## src/rtl/powlib_lvlfifo.sv

```systemverilog
// powlib_lvlfifo: first-word-fall-through FIFO with registered level flags
// (wrrdy, rdvld, afull, aempty all decoded from the next occupancy).
// Optional high-watermark output enabled by defining POWLIB_LVLFIFO_PEAK_EN.
module powlib_lvlfifo #(
  parameter int W    = 16,
  parameter int D    = 8,
  parameter int AFTH = D - 2,
  parameter int AETH = 2,
  parameter int EDBG = 0,
  parameter     ID   = "LVLFIFO",
  // powlib_clogb2(x) is ceil(log2(x)); declared here so the port list can use it
  localparam int WC  = $clog2(D + 1),
  localparam int WP  = $clog2(D)
) (
  input  logic          clk,
  input  logic          rst,
  input  logic [W-1:0]  wrdata,
  input  logic          wrvld,
  output logic          wrrdy,
  output logic [W-1:0]  rddata,
  output logic          rdvld,
  input  logic          rdrdy,
  input  logic          flush,
  output logic [WC-1:0] count,
`ifdef POWLIB_LVLFIFO_PEAK_EN
  output logic          afull,
  output logic          aempty,
  output logic [WC-1:0] peak,
  input  logic          peakclr
`else
  output logic          afull,
  output logic          aempty
`endif
);

  // Parameter sanity check at elaboration; stops the build when debug checks are enabled
  if (EDBG != 0 && (AFTH < 1 || AFTH > D || AETH < 0 || AETH > D - 1)) begin : g_param_chk
    $fatal(1, "%s: AFTH=%0d or AETH=%0d out of range for D=%0d", ID, AFTH, AETH, D);
  end

  logic [W-1:0]  mem [D];
  logic [WP-1:0] wrptr;
  logic [WP-1:0] rdptr;
  logic [WC-1:0] count_nxt;
  logic          wrinc;
  logic          rdinc;

  // Handshakes use only registered ready/valid, so no full- or empty-bypass exists
  assign wrinc  = wrvld & wrrdy;
  assign rdinc  = rdvld & rdrdy;
  assign rddata = mem[rdptr];

  function automatic logic [WP-1:0] ptr_inc(input logic [WP-1:0] p);
    return (p == WP'(D - 1)) ? '0 : p + WP'(1);
  endfunction

  // Next occupancy; flush overrides any transfer in the same cycle
  always_comb begin
    count_nxt = count;
    if (flush) begin
      count_nxt = '0;
    end else begin
      case ({wrinc, rdinc})
        2'b10:   count_nxt = count + WC'(1);
        2'b01:   count_nxt = count - WC'(1);
        default: count_nxt = count;
      endcase
    end
  end

  // Pointers, occupancy and level flags, all registered from next-count
  always_ff @(posedge clk or negedge rst) begin
    if (!rst) begin
      wrptr  <= '0;
      rdptr  <= '0;
      count  <= '0;
      wrrdy  <= 1'b1;
      rdvld  <= 1'b0;
      afull  <= 1'b0;
      aempty <= 1'b1;
    end else begin
      if (flush) begin
        wrptr <= '0;
        rdptr <= '0;
      end else begin
        if (wrinc) wrptr <= ptr_inc(wrptr);
        if (rdinc) rdptr <= ptr_inc(rdptr);
      end
      count  <= count_nxt;
      wrrdy  <= (count_nxt != WC'(D));
      rdvld  <= (count_nxt != '0);
      afull  <= (count_nxt >= WC'(AFTH));
      aempty <= (count_nxt <= WC'(AETH));
    end
  end

  // Storage array; not reset, contents beyond the valid window are don't-care
  always_ff @(posedge clk) begin
    if (wrinc && !flush) mem[wrptr] <= wrdata;
  end

`ifdef POWLIB_LVLFIFO_PEAK_EN
  // High-watermark; a clear reloads with the occupancy being entered this edge
  always_ff @(posedge clk or negedge rst) begin
    if (!rst) begin
      peak <= '0;
    end else if (peakclr) begin
      peak <= count_nxt;
    end else if (count_nxt > peak) begin
      peak <= count_nxt;
    end
  end
`endif

endmodule

```

## config.mk

```make
export PLATFORM = sky130hd
export DESIGN_NAME = powlib_lvlfifo
export DESIGN_NICKNAME = d
export VERILOG_FILES = /design/src/rtl/powlib_lvlfifo.sv
export SDC_FILE = /design/constraint.sdc
export NUM_CORES = 1
export LEC_CHECK = 0
export ABC_AREA = 1
export ABC_CLOCK_PERIOD_IN_PS = 2280
export CORE_MARGIN = 2
export CORE_UTILIZATION = 29
export CTS_CLUSTER_SIZE = 16
export DETAILED_ROUTE_END_ITERATION = 10
export SETUP_SLACK_MARGIN = 0.2
export SLEW_MARGIN = 0
export SYNTH_ARGS = -nofsm -noshare
export SYNTH_HDL_FRONTEND = slang
export SYNTH_SLANG_ARGS = --single-unit
```

## constraint.sdc

```tcl
create_clock -name clk -period 2.28 [get_ports clk]
set_clock_uncertainty 0.2 [all_clocks]
set_input_delay 0.456 -clock clk [delete_from_list [all_inputs] [get_ports clk]]
set_output_delay 0.456 -clock clk [all_outputs]
set_load 0.02 [all_outputs]
```

* After elaboration in Yosys (flattened, before gate mapping)
Memory sizes are Yosys's and may differ from the RTL's. Index checks and enable logic that the tools add are counted.
Storage, ports and cells: memories kept 1, memory bits (writable) 128, output and inout bits 24, register bits 14, logic and storage cells 36
Memories:
- mem | depth 8, width 16, read ports 1, clocked after Yosys merged registers in 0, wr ports 1, RTL line 41 | logic [W-1:0] mem [D];
Operators by class: reductions and logical operators 5, $lt $le $gt $ge 2, add/sub/neg operators 4, equal/unequal tests 5, mux-type cells 10, bitwise operators 2
Operators by type and width (number):
- $mux W3 | 6
- $pmux W4 S2 | 1
- $add A3 B1 Y3 const B | 2
- $eq A3 B3 Y1 const B | 2
- $add A4 B1 Y4 const B | 1
- $ge A4 B3 Y1 const B | 1
- $le A4 B2 Y1 const B | 1
- $mux W4 | 1
- $ne A4 B4 Y1 const B | 1
- $reduce_bool A2 Y1 | 2
- $reduce_bool A4 Y1 | 1
- $sub A4 B1 Y4 const B | 1
- $and A1 B1 Y1 | 2
- $eq A2 B1 Y1 const B | 1
- $eq A2 B2 Y1 const B | 1
- $mux W1 | 2
- $logic_and A1 B1 Y1 | 1
- $logic_not A1 Y1 | 1

* Logic depth before layout (Yosys ltp)
depth after elaboration 5, depth in mapped cells 14, mapped depth without buffers 14

* Worst setup path after synthesis
OpenSTA, ideal clock, no wires.
path type register to register, start point reg wrrdy, end point mem mem[0][0], enable pin, period minus slack after synthesis 2.324 ns, data arrival time 1.735 ns, path slack -0.044 ns, path buffers 0, stages on the path, launching flop included 5, cell sequence dfstp_2 > nand2_2 > nor2_1 > nand2_1 > nor2_1
On the way: cells in the longest elaborated chain, start to end 4
RTL lines:
- start, declared | RTL line 19 | output logic wrrdy,
- start signal, assigned | RTL line 90 | wrrdy <= (count_nxt != WC'(D));
- $and A1 B1 Y1 | RTL line 49 | assign wrinc = wrvld & wrrdy;
- $logic_and A1 B1 Y1 | RTL line 99 | if (wrinc && !flush) mem[wrptr] <= wrdata;
- $mux W1 | RTL line 99
- $mux W1 (not written as such) | RTL line 99
- end, declared | RTL line 41
Every way passes these cells.

* Worst setup path after layout
start point reg rdptr[0], end point out rddata[9]
On the way: cells in the longest elaborated chain, start to end 1
RTL lines:
- start, declared | RTL line 43 | logic [WP-1:0] rdptr;
- start signal, assigned | RTL line 87 | if (rdinc) rdptr <= ptr_inc(rdptr);
- $mem_v2 Z8 W16
- end, declared | RTL line 20 | output logic [W-1:0] rddata,
Every way passes these cells.

==> results.yml <==
route:
  via_per_inst: 4.56
  ant_nets: 0
  vias: 3839
  routedWlPerCell_um: 15.4
  drcViolationCount: 0
  first_iter_violations: 246
  drt_wl_total_um: 12900
  firstDrtPassIters: 4
sta:
  final.setup.worst_slack_ns: -0.278
  hold_ws_ns: 0.244
  finalSetupViolCount: 16
  rsz0062_at_grt: "yes"
  min_period_over_period_pct: 112
  fin_crit_ns: 2.56
  tightest_slew_ns: 0.668
  report.final.hold_viol_count: 0
  max_freq_mhz: 391
  slew_viol_final: 0
  slew_headroom_pct: 55.3
global_route:
  grt_pass1_vias: 3894
  grt_max_degree: 21
  overflow: 0
  antenna_found_initial: 0
  grt_pass1_wl_um: 20100
  grt_usage_pct: 12.8
placed_design:
  hpwl_um: 7970
  dp_cells: 798
  gp_congestion: 0.777
  portBuffers: 44
  dpl_cell_area_mm2: 0.00689
critical_path:
  reg2reg_to: "rdvld"
  critPathKind: "reg2out"
  reg2reg_from: "wrrdy"
  crit_required_ns: 1.62
  critPathLaunchType: "register"
  reg2reg_depth: 9
  cp.arrival_ns: 1.90
  r2r_slack_ns: 0.30
  crit_path_max_fanout: 5
  end_kind: "primary output"
layout:
  layout-drive-gt1-share_pct: 27.3
  final_cell_mix: "edfxtp_1 (128), nor2_1 (114), buf_4 (48), o21ai_0 (47), o21ai_1 (21)"
  final_common_cell: "edfxtp_1"
  fill_cells: 1778
  nNetsFinal: 590
  diodes: 0
  finalInstanceArea_mm2: 0.00775
  final_cells: 841
  area_growth_syn_to_layout_pct: 34.8
clock_tree:
  clockBufferDepth: 2
  clock_latency_ns: 0.42
  tritoncts: "yes"
  cts_buffers: 17
  cts_num_sinks: 142
  hold_buffers: 0
  root_buffer: "clkbuf_16"
  htree_levels: 4
  clk_pin_slew_ns: 0.06
pwr:
  ir_worst_vdd_mv: 0.566
  leakagePower_uw: 0.00278
  power_density_mw_per_mm2: 1010
floorplanning:
  start_util_pct: 29.5
  core_mm2: 0.0195
  die_w_um: 145
  rows: 51
  pin_count: 45
  die_h_um: 145
  die_area_mm2: 0.0210
flow_run:
  max_cap_viol_count: 0
synthesis:
  synth_edf_count: 128
  ys_seq_area_share_pct: 73.0
  yosysWarningCount: 0
  synth_area_mm2: 0.00575
  synth_ff_type: "edfxtp_1"
  synthArstFlopShare_pct: 9.86
  synth_compound_gate_area_share_pct: 9.95
  synth-simple-area-share_pct: 12.0
  synthMuxAreaShare_pct: 0
  synth_top_family_by_area: "simple AND/OR/NAND/NOR gates"
  synth_fa_ha_area_share_pct: 1.31
  syn_avg_cell_area_um2: 12.2
  synthXorXnorAreaFrac_pct: 0.152
  yosys_register_bits: 142
  synth_cells: 470
  synth_nets: 497
  yosysUniqueCellTypes: 28
min_path:
  holdCritPathClass: "in2async"
status:
  status: "finished with violations"
  violations: "negative setup slack"
final cells by class:
cell class | count | area [um2] | share of cell area, %
Sequential cell | 142 | 4200 | 54.2
Multi-Input combinational cell | 284 | 1540 | 19.9
Timing Repair Buffer | 97 | 1040 | 13.4
Clock buffer | 17 | 425 | 5.49
Tap cell | 265 | 332 | 4.28
Clock inverter | 15 | 129 | 1.66
Inverter | 21 | 83.8 | 1.08
critical path: stages, from the launching register on:
cell     delay [ns]
dfrtp_2        0.46
buf_6          0.13
buf_12         0.12
buf_16         0.12
nor2_2         0.04
o22ai_1        0.10
nor2_1         0.08
a31oi_2        0.25
buf_4          0.20
registers in the layout, summed over array words and instances, names as in the netlist:
signal  cells
wrrdy       1
count       4
rdptr       3
aempty      1
mem       128
wrptr       3
afull       1
rdvld       1
metrics by stage:
stage / TNS [ns] / power [uW] / setup WS [ns] / utilization [%]
2_1_floorplan: -4.80 / 4240 / -0.0439 / -
3_3_place_gp: -13.78 / 5020 / -0.247 / 35.4
3_5_place_dp: -25.79 / 5060 / -0.255 / 35.4
4_1_cts: -2.94 / 7660 / -0.248 / 38.6
5_1_grt: -4.64 / 8210 / -0.323 / 39.8
6_report: -3.23 / 7820 / -0.278 / 39.8
power breakdown:
| part | internal, uW | switching [uW] | total (uW) |
|---|---|---|---|
| sequential | 3000 | 88.4 | 3090 |
| clock | 1420 | 1110 | 2540 |
| combinational | 974 | 1220 | 2200 |
| total | 5390 | 2430 | 7820 |
what timing repair did:
action	4_1_cts	5_1_grt
pin swaps	7	22
gates resized for setup	114	56
gates cloned	2	1
setup buffers	1	7
endpoints found under the setup margin	24	148
cell families (layout without fill, tap and decap cells):
| kind of cell | after synthesis | count (layout) |
|---|---|---|
| adder cells (fa/ha/maj) | 6 | 6 |
| AND/OR/NAND/NOR | 171 | 171 |
| flip-flops | 142 | 142 |
| buffers and inverters | 44 | 150 |
| XOR/XNOR | 1 | 1 |
| AO/OA/AOI/OAI | 106 | 106 |
metal layers:
| layer | wire (um) | up-vias | track usage (%) |
|---|---|---|---|
| li1 | - | 1869 | - |
| met1 | 5870 | 1887 | 15.9 |
| met2 | 6440 | 77 | 21.2 |
| met3 | 515 | 6 | 3.75 |
| met4 | 94 | 0 | 4.85 |
| met5 | 0 | - | 0 |
synthesized netlist by cell type (4+ instances only):
cell type    n  share of area (%)
o22ai_1     17                1.9
clkbuf_1    11               0.72
a31oi_1     16                1.7
ha_1         6                1.3
dfrtp_1     12                5.2
edfxtp_1   128                 67
o21ai_0     68                5.9
inv_1       16                1.0
buf_2        6               0.52
nand2_1     20                1.3
nor2_1     132                8.6
nand2_2      5               0.54
nand3_1      6               0.52
inv_2        4               0.26
how the worst max path moves through the flow:
stage                            end      from  cells past startpoint
final                      rddata[9]  rdptr[0]                      8
after global routing      rddata[12]  rdptr[0]                      8
after CTS                 rddata[13]  rdptr[0]                      6
after detailed placement       rdvld     wrvld                     14
after global placement     rddata[0]  rdptr[0]                      7
after floorplan            mem[0][0]     wrrdy                      4
(Power assumes the default switching activity.)
